===== config.mk =====
export PLATFORM = sky130hd
export DESIGN_NAME = decoding_stage
export DESIGN_NICKNAME = d
export VERILOG_FILES = /design/src/rtl/decoding_stage.sv
export SDC_FILE = /design/constraint.sdc
export NUM_CORES = 2
export LEC_CHECK = 0
export CAP_MARGIN = 0
export CORE_UTILIZATION = 30
export DETAILED_ROUTE_END_ITERATION = 8
export RECOVER_POWER = 100
export SYNTH_ARGS = -nofsm -noshare
export SYNTH_HDL_FRONTEND = slang
export SYNTH_SLANG_ARGS = --single-unit

===== constraint.sdc =====
create_clock -name i_clk -period 2.8 [get_ports i_clk]
set_clock_uncertainty 0.2 [all_clocks]
set_input_delay 0.84 -clock i_clk [delete_from_list [all_inputs] [get_ports i_clk]]
set_output_delay 0.84 -clock i_clk [all_outputs]
set_load 0.05 [all_outputs]

===== src/rtl/decoding_stage.sv =====
// Dictionary decompressor stage: rebuilds up to two 32-bit words per cycle from decoded tokens
// and keeps a 16-entry FIFO dictionary in lockstep with the compressor.
module decoding_stage #(
  parameter int unsigned WIDTH      = 64,
  parameter int unsigned DICT_ENTRY = 16,
  parameter int unsigned DICT_WORD  = 32,
  parameter int unsigned WORD       = 32
) (
  input  logic                              i_clk,
  input  logic                              i_reset,
  input  logic                              i_valid,
  output logic                              o_ready,
  input  logic                              i_pair,
  input  logic [2:0]                        i_code1,
  input  logic [$clog2(DICT_ENTRY)-1:0]     i_location1,
  input  logic [WORD-1:0]                   i_payload1,
  input  logic [2:0]                        i_code2,
  input  logic [$clog2(DICT_ENTRY)-1:0]     i_location2,
  input  logic [WORD-1:0]                   i_payload2,
  output logic                              o_valid,
  input  logic                              i_ready,
  output logic [WIDTH-1:0]                  o_word,
  output logic [1:0]                        o_word_mask,
  output logic [5:0]                        o_length1,
  output logic [5:0]                        o_length2,
  output logic                              o_dict_full,
  output logic                              o_error,
  output logic [DICT_ENTRY*DICT_WORD-1:0]   dictionary_data
);

  localparam int unsigned PtrW = $clog2(DICT_ENTRY);

  typedef struct packed {
    logic [WORD-1:0] word;
    logic [5:0]      len;
    logic            push;
    logic            illegal;
  } dec_t;

  function automatic dec_t decode(input logic [2:0] code, input logic [DICT_WORD-1:0] d,
                                  input logic [WORD-1:0] p);
    dec_t r;
    r = '0;
    unique case (code)
      3'b000: r.len = 6'd2;
      3'b001: begin r.word = d;                       r.len = 6'd6; end
      3'b010: begin r.word = {d[31:8], p[7:0]};       r.len = 6'd16; r.push = 1'b1; end
      3'b011: begin r.word = {d[31:16], p[15:0]};     r.len = 6'd24; r.push = 1'b1; end
      3'b100: begin r.word = {24'h0, p[7:0]};         r.len = 6'd12; end
      3'b101: begin r.word = p;                       r.len = 6'd34; r.push = 1'b1; end
      default: r.illegal = 1'b1;
    endcase
    return r;
  endfunction

  logic [DICT_WORD-1:0] r_dict [DICT_ENTRY];
  logic [PtrW-1:0]      r_ptr;
  logic                 r_valid, r_full, r_error;
  logic [WIDTH-1:0]     r_word;
  logic [1:0]           r_mask;
  logic [5:0]           r_len1, r_len2;

  dec_t                 w_dec1, w_dec2;
  logic [DICT_WORD-1:0] w_d2;
  logic [PtrW-1:0]      w_slot2;
  logic [PtrW:0]        w_ptr_sum;
  logic                 w_push2, w_xfer, w_illegal;

  assign o_ready = !r_valid || i_ready;
  assign w_xfer  = i_valid && o_ready;

  always_comb begin
    w_dec1  = decode(i_code1, r_dict[i_location1], i_payload1);
    w_slot2 = r_ptr + {{(PtrW-1){1'b0}}, w_dec1.push};
    // Token2 sees token1's push: forward word1 when it targets the slot just written.
    w_d2    = (w_dec1.push && (i_location2 == r_ptr)) ? w_dec1.word : r_dict[i_location2];
    w_dec2  = decode(i_code2, w_d2, i_payload2);
    w_push2 = i_pair && w_dec2.push;
    w_ptr_sum = {1'b0, r_ptr} + {{PtrW{1'b0}}, w_dec1.push} + {{PtrW{1'b0}}, w_push2};
    w_illegal = w_dec1.illegal || (i_pair && w_dec2.illegal);
  end

  always_ff @(posedge i_clk or negedge i_reset) begin
    if (!i_reset) begin
      for (int k = 0; k < DICT_ENTRY; k++) r_dict[k] <= '0;
      r_ptr  <= '0;
      r_full <= 1'b0;
    end else if (w_xfer) begin
      if (w_dec1.push) r_dict[r_ptr] <= w_dec1.word;
      if (w_push2)     r_dict[w_slot2] <= w_dec2.word;
      r_ptr <= w_ptr_sum[PtrW-1:0];
      if (w_ptr_sum[PtrW]) r_full <= 1'b1;
    end
  end

  always_ff @(posedge i_clk or negedge i_reset) begin
    if (!i_reset) begin
      r_valid <= 1'b0;
      r_word  <= '0;
      r_mask  <= '0;
      r_len1  <= '0;
      r_len2  <= '0;
      r_error <= 1'b0;
    end else begin
      if (w_xfer) begin
        r_valid <= 1'b1;
        r_word  <= {(i_pair ? w_dec2.word : {WORD{1'b0}}), w_dec1.word};
        r_mask  <= {i_pair, 1'b1};
        r_len1  <= w_dec1.len;
        r_len2  <= i_pair ? w_dec2.len : 6'd0;
        if (w_illegal) r_error <= 1'b1;
      end else if (i_ready) begin
        r_valid <= 1'b0;
      end
    end
  end

  always_comb begin
    dictionary_data = '0;
    for (int k = 0; k < DICT_ENTRY; k++) dictionary_data[k*DICT_WORD +: DICT_WORD] = r_dict[k];
  end

  assign o_valid     = r_valid;
  assign o_word      = r_word;
  assign o_word_mask = r_mask;
  assign o_length1   = r_len1;
  assign o_length2   = r_len2;
  assign o_dict_full = r_full;
  assign o_error     = r_error;

endmodule

## After elaboration in Yosys (flattened, before gate mapping)

Index checks and enable logic that the tools add are counted.

- Bits in registers: 597
- Input port bits: 83
- Logic and storage cells: 94

- Add/sub/neg operators: 3
- Magnitude comparators: 6
- Equal/unequal tests: 11
- Multiplexer cells: 28
- Bitwise logic cells: 4
- Reductions and logical operators: 18

Operators with widths:

| cell | number |
|---|---|
| $mux 512 | 3 |
| $bwmux 512 | 2 |
| $pmux 32 s5 | 2 |
| $bmux 32 s4 | 2 |
| $demux 32 s4 | 2 |
| $mux 32 | 8 |
| $pmux 6 s6 | 2 |
| $ge 5x5->1 const B | 4 |
| $not 4->5 | 4 |
| $eq 3x2->1 const B | 4 |
| $eq 3x3->1 const B | 4 |
| $reduce_or 6->1 | 2 |
| $lt 5x1->1 const B | 2 |
| $eq 3x1->1 const B | 2 |
| $logic_and 1x1->1 | 6 |
| $logic_not 3->1 | 2 |
| $mux 1 | 6 |
| $mux 6 | 1 |
| $reduce_or 3->1 | 2 |
| $add 4x1->5 | 1 |
| $add 5x1->5 | 1 |
| $add 4x1->4 | 1 |
| $eq 4x4->1 | 1 |
| $reduce_and 2->1 | 2 |
| other kinds (3) | 4 |

## Logic depth before layout (Yosys ltp)

- Depth in word-level cells: 11
- Mapped depth: 15

## Least setup slack after synthesis

No wires, ideal clock.

- Path type: input to register
- Start point: in i_code1[2]
- End point: reg r_dict (netlist bit dictionary_data[358])
- Setup time: 0.104 ns
- Arrival: 3.758 ns
- Slack: -1.262 ns
- Stages: 13
- Buffers on the path: 2
- Path through: and3b_1 > buf_4 > nor2_1 > inv_1 > ha_1 > ha_1 > inv_1 > a2111oi_1 > o21ai_0 > a21oi_1 > buf_2 > nor2_1 > a221oi_1

- Cells in the longest elaborated chain, start to end: 11
- Elaborated cells between the ends (all ways): 23
- Classes of those cells: add/sub: 1; order compare: 2; eq/ne: 5; mux: 11; bitwise: 1; reduce/logical: 3

RTL lines:

| what | RTL line | RTL |
|---|---|---|
| from (decl) | 14 | `input logic [2:0] i_code1,` |
| $eq 3x3->1 / $eq 3x2->1 (equally long branches) | 44 | `unique case (code)` |
| $reduce_or 3->1 (no line) | -- |  |
| $mux 1 | 44 |  |
| $add 4x1->4 | 74 | `w_slot2 = r_ptr + {{(PtrW-1){1'b0}}, w_dec1.push};` |
| $not 4->5 (not written as such) | 90 | `if (w_push2) r_dict[w_slot2] <= w_dec2.word;` |
| $ge 5x5->1 (not written as such) / $lt 5x1->1 (equally long branches) | 90 |  |
| $logic_and 1x1->1 (not written as such) | 90 |  |
| $mux 32 (not written as such) | 90 |  |
| $demux 32 s4 | 90 |  |
| $bwmux 512 | 90 |  |
| $mux 512 * | 90 |  |
| to (signal, indexed assignment) | 89 | `if (w_dec1.push) r_dict[r_ptr] <= w_dec1.word;` |
| to (signal, indexed assignment) | 90 |  |
| to (decl) | 56 | `logic [DICT_WORD-1:0] r_dict [DICT_ENTRY];` |

Every way passes the cells marked *; elsewhere a longest branch is shown, timed or not. The select of a mux whose other input is x is not followed.
A chain may end at the register's enable or synchronous reset.

## Final worst setup path

- Start point: in i_code1[2]
- End point: reg r_dict (netlist bit dictionary_data[325])

The elaborated chain is that of the path after synthesis.

==> key figures <==
Routing
  • Routed vias: 36400
  • Final WL: around 210000 um
  • Vias per cell: 6.37
  • Initial drt markers: between 4000 and 5000
  • Routed Antenna Nets: 0
  • Post-route DRC violation count: 0
  • Drt pass-1 iters: 7
  • Drt wl/cell: between 30 and 40 um

Floorplanning
  • Core Box Area: 111000 um2
  • Row count: approximately 120
  • Chip Width: 336 um
  • DIE AREA: 113000 um2
  • Die span in y: 336 um
  • Initial Util: 0.302
  • # IOs: around 680

Synthesis
  • Flops & latches, synth: roughly 600
  • Register area share after synthesis: 0.445
  • Synth unique cells: 65
  • Syn. warnings: 0
  • Post-Syn Area per Cell: approximately 11 um2
  • Post-synth EDFFs: 0
  • Most used DFF post-synth: dfrtp_1
  • Mapped cell area: 33400 um2
  • Asr flop ratio synth: 1.00
  • Cells after synthesis: between 3000 and 4000

Power and ir drop
  • VDD IR max: approximately 0.00094 V
  • Clk pwr share: 0.185
  • Flop pwr share: 0.285
  • Sw frac: 0.505
  • Combinational group share of total power: 0.529
  • PD cells: 1040 nW/um2
  • Leak: 23.1 nW
  • Switching power: about 28 mW
  • Internal Power: around 27 mW

Finish
  • Final Core Density: 0.476
  • FF+latch area: 14900 um2
  • # nets final: 4263
  • Commonest non-fill, non-tap cells in the layout: buf_4, dfrtp_1, nand2_1, nor2_1, a221oi_2
  • Area grow syn2layout: 57.5%
  • Multi-input logic area: 20100 um2
  • Commonest non-fill, non-tap cell in the layout: buf_4
  • Fill cells: just over 10000
  • Post-route cell area: between 50000 and 60000 um2
  • Fraction of layout cells with a size suffix above 1: 0.457

Worst hold path
  • HP Class: reg2reg

Clocking
  • Max Buffers Root-to-Sink: 3
  • CTS tree: built
  • H-tree Lvls: 3
  • Clk pin slew, worst setup/hold paths: 0.06 ns
  • Root Driver: clkbuf_16
  • Clk_lat worst skew: about 0.66 ns
  • CTS buffer count: between 70 and 80
  • CTS Sinks: about 600

Placement
  • Area after DPL: about 46000 um2
  • Final Wtd Congestion: between 0.9 and 1
  • HPWL Detailed: 154000 um
  • Pre-CTS WS: -1.40 ns
  • Port bufs: between 600 and 700

Timing
  • RSZ-0062 raised after global routing: yes
  • Final Hold Viols: 0
  • Max Freq: 0.343 GHz
  • Tightest Pin Transition: between 1 and 1.5 ns
  • Final setup fails: 80
  • Min cycle time layout: ~3 ns
  • Final period utilization: 1.04
  • Slack of the critical path: -0.118 ns
  • Max_slew headroom: 0.134
  • Max-slew violations: 0

Global routing
  • Vias in the first global route: ~35000
  • First-pass GRT wire length: 283000 um
  • Remaining Overflow, GRT: 0
  • Largest net degree at the start of global routing: 83
  • Initial antenna violation count: 11
  • Global-route usage over all layers: 0.355

Outcome
  • Failing checks: setup timing
  • Outcome: finished, violations left

Job
  • Number of max-cap violations: 0

Setup path
  • Delay-heaviest family, CP: buffers and inverters
  • CP startpoint kind: input pin
  • CP Data Arrival Time: about 3.3 ns
  • Worst R2R Setup Slack: approximately 0.1 ns
  • Worst path bufs/invs: 7
  • Worst path max stage delay: around 0.30 ns
  • Worst setup EP type: register
  • Critical Path Fanout Max: 8
  • Crit path top cell by count: buf_12
  • CP required: between 3 and 4 ns
  • Cells along the critical path: buf_8 -> and3b_2 -> nor2_4 -> inv_2 -> ha_4 -> buf_6 -> buf_4 -> a2111oi_4 -> clkbuf_1 -> o21ai_4 -> a21oi_4 -> buf_12 -> buf_12 -> nor2_1 -> a221oi_1
  • Slowest stage cell on the critical path: a2111oi_4
  • Worst Path Class, Setup: in2reg
## cells by family after synthesis
logic type / after synthesis / synth area share
muxes: 350 / 0.169
and+or+nand+nor: 871 / 0.109
other: 1 / 0.000112
AOI/OAI and AO/OA: 918 / 0.226
DFF: 595 / 0.445
xor gates and xnor gates: 12 / 0.00314
adders and majority gates: 4 / 0.00172
buffers and inverters: 351 / 0.0462
## state kept, by name, summed over array words and instances, names as in the netlist
signal	flops
o_length1	5
dictionary_data	512
o_valid	1
o_error	1
o_word_mask	2
r_ptr	4
o_dict_full	1
o_length2	5
o_word	64
## power by group through the flow
stage	Combinational [mW]	Clock [mW]	Sequential, mW
4_1_cts	27.6	10.2	15.3
2_1_floorplan	7.09	0	22.8
3_3_place_gp	26.8	0	15.3
6_report	29.0	10.1	15.6
3_5_place_dp	27.0	0	15.4
5_1_grt	30.0	10.5	15.7
## area by class of cell
class / instances / area share
flip-flops and latches: 595 / 0.283
clock buffers: 97 / 0.0397
well taps: 1488 / 0.0354
inverters: 11 / 0.000832
repair buffers: 1338 / 0.252
multi-input cells: 2158 / 0.381
clock inverters: 25 / 0.00794
diodes: 3 / 0.000143
## per-layer routing
layer | vias up | track usage | wire, um
li1 | 14400 | - | -
met5 | - | 0 | 129
met4 | 16 | 0.197 | 16300
met2 | 2712 | 0.586 | 97100
met3 | 668 | 0.121 | 25500
met1 | 18600 | 0.403 | 71200
## worst register-to-register path: stages (launching register included)
cell	delay (ns)
dfrtp_1	0.40
buf_4	0.16
mux4_2	0.52
mux4_2	0.48
a222oi_1	0.40
buf_4	0.28
a221oi_1	0.12
## metrics by stage
| step | total power [mW] | hold slack, ns | TNS [ns] | instances |
|---|---|---|---|---|
| after floorplan | 29.8 | 0.344 | -329.18 | 3103 |
| after global placement | 42.2 | 0.251 | -644.42 | 5480 |
| after detailed placement | 42.4 | 0.260 | -643.67 | 5480 |
| after CTS | 53.1 | 0.269 | -0.120 | 5672 |
| after global routing | 56.1 | 0.274 | -13.32 | 5713 |
| final | 54.7 | 0.261 | -2.68 | 5715 |
## synthesized netlist by cell type (all sizes together), types with 2 or more instances
master | instances | area (um2)
o21bai | 3 | 22.5
o31ai | 7 | 52.6
o221ai | 207 | 1810
or3 | 5 | 31.3
xor2 | 3 | 26.3
a21o | 21 | 158
ha | 3 | 37.5
nand3 | 21 | 105
nand2 | 356 | 1340
a221oi | 304 | 2840
nor2b | 37 | 231
o21ai | 101 | 505
a211oi | 36 | 270
a22o | 17 | 149
nand3b | 4 | 30.0
a222oi | 6 | 60.1
a21oi | 39 | 210
xnor2 | 9 | 78.8
o311a | 15 | 150
o21a | 7 | 52.6
inv | 11 | 41.3
a22oi | 117 | 878
clkbuf | 196 | 736
or2 | 5 | 31.3
o2111ai | 3 | 26.3
nor3b | 2 | 15.0
mux2 | 3 | 33.8
a21boi | 2 | 15.0
a2111oi | 5 | 95.1
nand4 | 6 | 37.5
mux4 | 171 | 3850
nor3 | 15 | 133
mux2i | 176 | 1760
and2 | 14 | 87.6
and3b | 4 | 35.0
dfrtp | 595 | 14900
buf | 144 | 768
nor4 | 3 | 25.0
nand2b | 11 | 68.8
nor2 | 386 | 1450
o211ai | 3 | 22.5
a32oi | 21 | 184
## what timing repair did
| item | CTS | global route |
|---|---|---|
| gates cloned | 17 | 18 |
| gates resized for setup | 384 | 375 |
| hold buffers | 1 | 0 |
| pin swaps | 36 | 60 |
| setup buffers | 55 | 30 |
| hold endpoints to repair | 20 | 0 |
| setup endpoints to repair | 694 | 489 |
## path summary, 6_finish.rpt
kind | end | depth (start not counted) | startpoint
setup / recovery | dictionary_data[325] | 15 | i_code1[2]
max in group asynchronous | o_word[31] | 3 | i_reset
min in group asynchronous | dictionary_data[320] | 2 | i_reset
setup reg to reg | dictionary_data[130] | 6 | dictionary_data[130]
hold / removal | o_word_mask[0] | 1 | o_word_mask[0]
hold reg to reg | o_word_mask[0] | 1 | o_word_mask[0]
No activity file was read; power rests on OpenSTA's default activity.
